### config.mk
export PLATFORM = sky130hd
export DESIGN_NAME = delay_sched
export DESIGN_NICKNAME = d
export VERILOG_FILES = /design/src/rtl/delay_sched_pkg.sv /design/src/rtl/delay_sched_rr_arb.sv /design/src/rtl/delay_sched.sv
export SDC_FILE = /design/constraint.sdc
export NUM_CORES = 1
export LEC_CHECK = 0
export CORE_ASPECT_RATIO = 1.25
export CORE_MARGIN = 3
export CORE_UTILIZATION = 42
export DETAILED_ROUTE_END_ITERATION = 8
export PLACE_DENSITY_LB_ADDON = 0.2
export SYNTH_ARGS = -nofsm -noshare
export SYNTH_HDL_FRONTEND = slang
export SYNTH_SLANG_ARGS = --single-unit
### constraint.sdc
create_clock -name clk -period 3.1 [get_ports clk]
set_input_delay 0.31 -clock clk [delete_from_list [all_inputs] [get_ports clk]]
set_output_delay 0.31 -clock clk [all_outputs]
set_load 0.02 [all_outputs]
### src/rtl/delay_sched_pkg.sv
// Shared types and helpers for the delay scheduler: FSM state encoding,
// default widths and the delay clamp applied at grant time.
package delay_sched_pkg;

    typedef enum logic {
        IDLE  = 1'b0,
        COUNT = 1'b1
    } state_t;

    localparam int DEF_CBITS = 15;
    localparam int DEF_MAXD  = 20000;

    // A zero delay still takes one cycle; oversize delays saturate at maxd.
    function automatic int unsigned clamp_dly(input int unsigned d, input int unsigned maxd);
        if (d == 0)
            return 1;
        if (d > maxd)
            return maxd;
        return d;
    endfunction

endpackage

### src/rtl/delay_sched_rr_arb.sv
// Combinational round-robin picker: first set request strictly after ptr,
// scanning upward with wrap, so the last winner has lowest priority.
module rr_arb #(
    parameter int NREQ = 4,
    localparam int IW = $clog2(NREQ)
) (
    input  logic [NREQ-1:0] req,
    input  logic [IW-1:0]   ptr,
    output logic [NREQ-1:0] gnt,
    output logic [IW-1:0]   gnt_idx,
    output logic            valid
);

    logic found;

    always_comb begin
        found   = 1'b0;
        gnt_idx = '0;
        valid   = |req;
        for (int i = 1; i <= NREQ; i++) begin
            if (!found && req[(int'(ptr) + i) % NREQ]) begin
                found   = 1'b1;
                gnt_idx = IW'((int'(ptr) + i) % NREQ);
            end
        end
        gnt = valid ? (NREQ'(1) << gnt_idx) : '0;
    end

endmodule

### src/rtl/delay_sched.sv
// One programmable delay timer shared round-robin between NREQ requesters;
// grants with ack, counts the clamped delay, then pulses done to the owner.
module delay_sched
    import delay_sched_pkg::*;
#(
    parameter int NREQ  = 4,
    parameter int CBITS = DEF_CBITS,
    parameter int MAXD  = DEF_MAXD,
    localparam int IW   = $clog2(NREQ)
) (
    input  logic                  clk,
    input  logic                  rst,
    input  logic [NREQ-1:0]       req,
    input  logic [NREQ*CBITS-1:0] dly,
    input  logic                  abort,
    output logic [NREQ-1:0]       ack,
    output logic [NREQ-1:0]       done,
    output logic                  err,
    output logic                  aborted,
    output logic                  busy,
    output logic [IW-1:0]         owner,
    output logic [CBITS-1:0]      cnt
);

    // Handshake: req[i] is a level held until ack[i]; ack is a one-cycle,
    // one-hot pulse and the requester must drop req in that same cycle.
    // A req still high at the next arbitration edge counts as a new request.

    state_t            state_q, state_d;
    logic [CBITS-1:0]  cnt_q, cnt_d;
    logic [CBITS-1:0]  target_q, target_d;
    logic [IW-1:0]     owner_q, owner_d;
    logic [IW-1:0]     ptr_q, ptr_d;
    logic [NREQ-1:0]   ack_q, ack_d;
    logic [NREQ-1:0]   done_q, done_d;
    logic              err_q, err_d;
    logic              aborted_q, aborted_d;

    logic [NREQ-1:0]   gnt;
    logic [IW-1:0]     gnt_idx;
    logic              gnt_valid;
    logic [CBITS-1:0]  dly_g;
    logic              expire;
    logic              arb_edge;

    rr_arb #(.NREQ(NREQ)) u_arb (
        .req     (req),
        .ptr     (ptr_q),
        .gnt     (gnt),
        .gnt_idx (gnt_idx),
        .valid   (gnt_valid)
    );

    assign dly_g    = dly[gnt_idx*CBITS +: CBITS];
    assign expire   = (state_q == COUNT) && (cnt_q == target_q) && !abort;
    assign arb_edge = (state_q == IDLE) || expire;

    always_comb begin
        state_d   = state_q;
        cnt_d     = cnt_q;
        target_d  = target_q;
        owner_d   = owner_q;
        ptr_d     = ptr_q;
        ack_d     = '0;
        done_d    = '0;
        err_d     = 1'b0;
        aborted_d = 1'b0;

        if (state_q == COUNT && abort) begin
            // Abort beats expiry and suppresses any grant at this edge.
            state_d   = IDLE;
            cnt_d     = '0;
            aborted_d = 1'b1;
        end else begin
            if (expire)
                done_d = NREQ'(1) << owner_q;

            if (arb_edge && gnt_valid) begin
                state_d  = COUNT;
                cnt_d    = CBITS'(1);
                target_d = CBITS'(clamp_dly(32'(dly_g), MAXD));
                owner_d  = gnt_idx;
                ptr_d    = gnt_idx;
                ack_d    = gnt;
                err_d    = (32'(dly_g) > 32'(MAXD));
            end else if (expire) begin
                state_d = IDLE;
                cnt_d   = '0;
            end else if (state_q == COUNT) begin
                cnt_d = cnt_q + CBITS'(1);
            end
        end
    end

    always_ff @(posedge clk or negedge rst) begin
        if (!rst) begin
            state_q   <= IDLE;
            cnt_q     <= '0;
            target_q  <= '0;
            owner_q   <= '0;
            ptr_q     <= IW'(NREQ - 1);
            ack_q     <= '0;
            done_q    <= '0;
            err_q     <= 1'b0;
            aborted_q <= 1'b0;
        end else begin
            state_q   <= state_d;
            cnt_q     <= cnt_d;
            target_q  <= target_d;
            owner_q   <= owner_d;
            ptr_q     <= ptr_d;
            ack_q     <= ack_d;
            done_q    <= done_d;
            err_q     <= err_d;
            aborted_q <= aborted_d;
        end
    end

    assign ack     = ack_q;
    assign done    = done_q;
    assign err     = err_q;
    assign aborted = aborted_q;
    assign busy    = (state_q == COUNT);
    assign owner   = owner_q;
    assign cnt     = cnt_q;

endmodule

-- Yosys cells after proc, flatten, opt, wreduce, memory -nomap -nowiden
Cells that the tools add are included.
- word-level logic and storage cells: 96
- output and inout port bits: 28
- register bits: 45
- $mul: 1
- shift-type cells: 3
- magnitude comparators: 5
- reductions and logical operators: 21
- muxes and demuxes: 45
- add/sub/neg operators: 5
- equal/unequal tests: 1
- bitwise operators: 6
- operators by type and width (operator ; number):
    15-bit 2-to-1 mux ; 7
    60-bit by 7-bit indexed part select with 15-bit output ; 1
    1-bit 2-to-1 mux ; 25
    4-bit 2-to-1 mux ; 5
    3-bit by 4-bit less-than comparator with 1-bit output, second input constant ; 4
    15-bit by 1-bit adder with 15-bit output, second input constant ; 1
    15-bit equality test ; 1
    15-bit > comparator, second input constant ; 1
    15-bit logical NOT ; 1
    1-bit binary-select mux with 2-bit select ; 4
    2-bit 2-to-1 mux ; 4
    2-bit OR reduction ; 4
    1-bit by 2-bit << shifter with 4-bit output, first input constant ; 2
    1-bit logical AND ; 7
    2-bit by 4-bit multiplier with 6-bit output, second input constant ; 1
    2-bit by 1-bit adder with 2-bit output, second input constant ; 2
    2-bit adder, second input constant ; 2
    1-bit bitwise AND, first input constant ; 4
    1-bit logical NOT ; 4
    4-bit nonzero test ; 1
    4-bit OR reduction ; 1
    3-bit nonzero test ; 1
    1-bit NOT ; 2
    2-bit AND reduction ; 1
    1-bit logical OR ; 1

-- Depth between registers and ports, before layout
- depth after elaboration: 27
- gate-level depth with buffers: 14
- mapped depth without buffers: 9

-- By module
From an unflattened synthesis, not the netlist that was laid out.
- cells, all modules: 272
- area total of the unflattened synthesis: 2954.1 sq um
- modules (own cells, without submodules) (module ; sequential area each (sq um) ; area an instance (sq um) ; times used ; cells an instance):
    delay_sched ; 1128.6 ; 2733.9 ; 1 ; 240
    rr_arb ; 0.0 ; 220.2 ; 1 ; 32

-- Worst setup path after synthesis
Ideal clock, no wire load.
- path kind: flip-flop to flip-flop
- start point: register ptr_q[1]
- end point: register target_q[5]
- arrival time: 2.749 ns
- required time: 2.979 ns
- path slack: 0.230 ns
- stages on the path, launching flop included: 14
- library setup time: 0.121 ns
- cells stage by stage: dfstp_2 > buf_6 > mux2i_1 > o22ai_1 > or2_1 > buf_4 > buf_6 > buf_2 > a211o_1 > a222oi_1 > nand4_1 > nor4_1 > nor2_1 > a22o_1
- cells in the longest elaborated chain, start to end: 23
- RTL lines (element ; line ; RTL):
    start: declaration ; delay_sched.sv:33 ; logic [IW-1:0] ptr_q, ptr_d;
    start signal: assignment ; delay_sched.sv:101 ; ptr_q <= IW'(NREQ - 1);
    start signal: assignment ; delay_sched.sv:111 ; ptr_q <= ptr_d;
    2-bit by 1-bit adder with 2-bit output ; delay_sched_rr_arb.sv:21, delay_sched_rr_arb.sv:23 ;
    1-bit binary-select mux with 2-bit select ; delay_sched_rr_arb.sv:21 ; if (!found && req[(int'(ptr) + i) % NREQ]) begin
    1-bit 2-to-1 mux (not written as such) (2 in series) ; delay_sched_rr_arb.sv:21 ;
    1-bit 2-to-1 mux ; delay_sched_rr_arb.sv:21 ;
    1-bit logical NOT ; delay_sched_rr_arb.sv:21 ;
    1-bit logical AND ; delay_sched_rr_arb.sv:21 ;
    1-bit 2-to-1 mux ; delay_sched_rr_arb.sv:21 ;
    1-bit logical NOT ; delay_sched_rr_arb.sv:21 ;
    [... 5 more ...] ; - ;
    2-bit by 4-bit multiplier with 6-bit output * ; delay_sched.sv:54 ; assign dly_g = dly[gnt_idx*CBITS +: CBITS];
    60-bit by 7-bit indexed part select with 15-bit output * ; delay_sched.sv:54 ;
    15-bit > comparator ; delay_sched_pkg.sv:17 ; if (d > maxd)
    1-bit 2-to-1 mux (2 in series) ; delay_sched_pkg.sv:17 ;
    1-bit 2-to-1 mux ; delay_sched.sv:78 ; if (arb_edge && gnt_valid) begin
    1-bit 2-to-1 mux ; delay_sched.sv:69 ; if (state_q == COUNT && abort) begin
    15-bit 2-to-1 mux ; delay_sched_pkg.sv:19 ; return d;
    15-bit 2-to-1 mux * ; delay_sched_pkg.sv:17 ;
    end signal: assignment ; delay_sched.sv:109 ; target_q <= target_d;
    end: declaration ; delay_sched.sv:31 ; logic [CBITS-1:0] target_q, target_d;
Every way passes the cells marked *; elsewhere a longest branch is shown, timed or not. The select of a mux whose other input is x is not followed.
A chain may end at the register's enable or synchronous reset.

-- Worst setup path after layout
Same ends and word-level chain as after synthesis.

==> impl_metrics.json <==
{
  "peakVddDrop_mv": 0.374,
  "cts_buffers": 5,
  "floorplan.initialDensity_pct": 44.3,
  "overflow": 0,
  "cts_tree": "yes",
  "cp_num_buf_inv": 3,
  "fin_ws_ps": 53.4,
  "clock_skew_ps": 3.85,
  "maxSlewHeadroom_pct": 35.7,
  "critPathMaxFanout": 6,
  "cts_root_buffer": "clkbuf_8",
  "fillCellCount": 549,
  "worstMarginPinSlew_ps": 964,
  "setup_viol_count_final": 0,
  "drt-wirelength-per-cell_um": 14.8,
  "arrival_ps": 3230,
  "use_met1_pct": 25.3,
  "seq_area_frac_synth_pct": 40.3,
  "syn_area_um2": 2800,
  "die_x_um": 79.0,
  "crit_family": "compound AO/OA/AOI/OAI gates",
  "finalHoldViolCount": 0,
  "core_um2": 6330,
  "die_h_um": 97.3,
  "yosys_most_used_dff": "dfrtp_1",
  "dp_hpwl_um": 6180,
  "synth_top_family_by_area": "compound AO/OA/AOI/OAI gates",
  "synth_fp_nets": 397,
  "dieArea_um2": 7690,
  "fin_hold_ws_ps": 157,
  "p_leak_nw": 1.87,
  "via_per_inst": 5.40,
  "outcome": "completed",
  "synth-edff-count": 0,
  "track_usage_pct": 20.7,
  "synth-simple-area-share_pct": 22.1,
  "cp-end-kind": "flip-flop",
  "powerDensity_nw_per_um2": 801,
  "drive_gt1_share_pct": 16.6,
  "yosysWarnings": 0,
  "grt_use_met2_pct": 36.1,
  "cts_hold_buf": 0,
  "maxCapViolations": 0,
  "antenna_found_initial": 0,
  "start_kind": "flip-flop",
  "finalCriticalPeriod_ps": 3050,
  "cpPeakStageDelay_ps": 580,
  "grt_max_degree": 46,
  "grt_pass1_vias": 2924,
  "htreeDepth": 2,
  "synthXorXnorAreaFrac_pct": 4.69,
  "synth_mux_area_share_pct": 0.357,
  "synth_cell_type_count": 48,
  "ys_seq_elements": 45,
  "p_total_w": 0.00343,
  "numClockSinks": 45,
  "drt_iter0_drc": 130,
  "clk_pin_slew_worst_paths_ps": 80,
  "path_class": "flip-flop to flip-flop",
  "grt_pass1_wl_um": 13100,
  "syn_area_per_cell_um2": 8.51,
  "synthArstFlopShare_pct": 100,
  "maxClockFrequency_ghz": 0.328,
  "placed_cells": 518,
  "grt_use_met3_pct": 4.55,
  "synth_fa_ha_area_share_pct": 0.447,
  "drt_pass1_iterations": 4,
  "boundaryPins": 95,
  "rows": 32,
  "setup_tns_ps": 0,
  "path_cells": "mux2i_1 > o22ai_2 > or2_4 > buf_12 > buf_8 > a211o_1 > a222oi_1 > nand4_1 > buf_4 > nor4_4 > nor2_1 > a22o_1",
  "num_antenna_cells": 0,
  "wirelength_um": 7850,
  "synth_compound_gate_area_share_pct": 26.6,
  "nets": 512,
  "min_period_over_period_pct": 98.3,
  "crit_slowest_cell": "dfstp_2",
  "drc": 0,
  "gp_congestion": 0.849,
  "numPortBuffers": 94,
  "final-max-slew-violation-count": 0,
  "hp-class": "primary input to asynchronous set/reset pin",
  "cts.path.max_buffers": 2,
  "rsz0062_at_grt": "true",
  "syn-instance-count": 329,
  "area_delta_synth_final_pct": 53.0,
  "insertion_delay_ps": 290,
  "required_ps": 3290,
  "instances_no_fill": 530,
  "busiest_layer": "met2",
  "final_antenna_net_count": 0,
  "dp_slack_ps": -150,
  "via_count": 2863
}
==> worst paths after layout <==
check	startpoint	endpoint	slack [ps]	depth (start not counted)
min in group clk	target_q[14]$_DFFE_PN0P_	target_q[14]$_DFFE_PN0P_	520	2
worst min register to register	target_q[14]$_DFFE_PN0P_	target_q[14]$_DFFE_PN0P_	520	2
max in group asynchronous	rst	cnt[5]$_DFFE_PN0P_	2340	1
worst max register to register	ptr_q[1]$_DFFE_PN1P_	target_q[5]$_DFFE_PN0P_	50	12
worst max-delay path	ptr_q[1]$_DFFE_PN1P_	target_q[5]$_DFFE_PN0P_	50	12
worst min-delay path	rst	done[1]$_DFF_PN0_	160	1
==> registers in the layout, summed over array words and instances (netlist names) <==
signal / flops
err: 1
ptr_q: 2
done: 4
owner: 2
aborted: 1
cnt: 15
target_q: 15
ack: 4
busy: 1
==> repair_timing <==
| item | CTS | global route |
|---|---|---|
| resized for setup | 0 | 23 |
| setup endpoints to repair | 0 | 15 |
| buffers inserted | 0 | 3 |
==> cell usage in the layout, fill, tap and decap left out, types with 3 or more instances in the layout <==
cell,instances
a211oi_1,3
dfrtp_1,43
a22o_1,12
nand4_1,4
a31oi_1,5
xor2_1,10
clkbuf_8,6
nor4_1,3
or2_2,3
nand3_1,8
xnor2_1,5
buf_6,3
o21ai_0,26
nand2b_1,3
nand2_1,63
nor3_1,5
a211o_1,4
o211ai_1,5
inv_1,8
clkdlybuf4s50_1,93
a21oi_1,27
buf_4,31
and3_1,10
nor3b_1,7
o31ai_4,8
nor2_1,10
==> Yosys cell counts, types with 8 or more instances <==
library cell | n | share of area [%]
nand2_1 | 63 | 8.4
dfrtp_1 | 43 | 38
a21oi_1 | 27 | 4.8
o21ai_0 | 26 | 4.6
clkbuf_1 | 13 | 1.7
a22o_1 | 12 | 3.8
and3_1 | 10 | 2.2
nor2_1 | 10 | 1.3
xor2_1 | 10 | 3.1
o31ai_2 | 9 | 4.0
inv_1 | 8 | 1.1
nand3_1 | 8 | 1.4
==> layer usage <==
layer / up-vias / wire, um / part of all wire [%]
met1: 1315 / 3330 / 42
met5: - / 0 / 0
met4: 0 / 136 / 1.7
met2: 122 / 3920 / 50
li1: 1410 / - / -
met3: 16 / 463 / 5.9
==> kinds of logic (layout without fill, tap and decap cells) <==
family | Yosys count | after routing
AO/OA/AOI/OAI | 108 | 108
buffers and inverters | 32 | 148
XOR/XNOR | 15 | 15
adder cells (fa/ha/maj) | 1 | 1
AND/OR/NAND/NOR | 127 | 127
multiplexers | 1 | 1
flip-flops | 45 | 45
==> per-stage QoR <==
| stage | cell area (um2) | utilization [%] |
|---|---|---|
| 6_report | 4280 | 67.7 |
| 5_1_grt | 4280 | 67.7 |
| 4_1_cts | 4100 | 64.7 |
| 3_5_place_dp | 4000 | 63.2 |
| 3_3_place_gp | 4000 | 63.2 |
| 2_1_floorplan | 2800 | - |
==> power breakdown <==
group	switching [W]	internal [W]	total (W)
clock	0.000195	0.000181	0.000376
combinational	0.00110	0.00105	0.00215
sequential	0.000147	0.000759	0.000906
total	0.00144	0.00199	0.00343
==> layout make-up <==
cell class | instances | area [um2] | share of cell area [%]
Tap cell | 85 | 106 | 2.48
Clock buffer | 6 | 82.6 | 1.93
Sequential cell | 45 | 1130 | 26.3
Multi-Input combinational cell | 252 | 1640 | 38.3
Inverter | 8 | 30.0 | 0.701
Timing Repair Buffer | 132 | 1280 | 29.9
Clock inverter | 2 | 13.8 | 0.321
No activity file was read; power rests on OpenSTA's default activity.
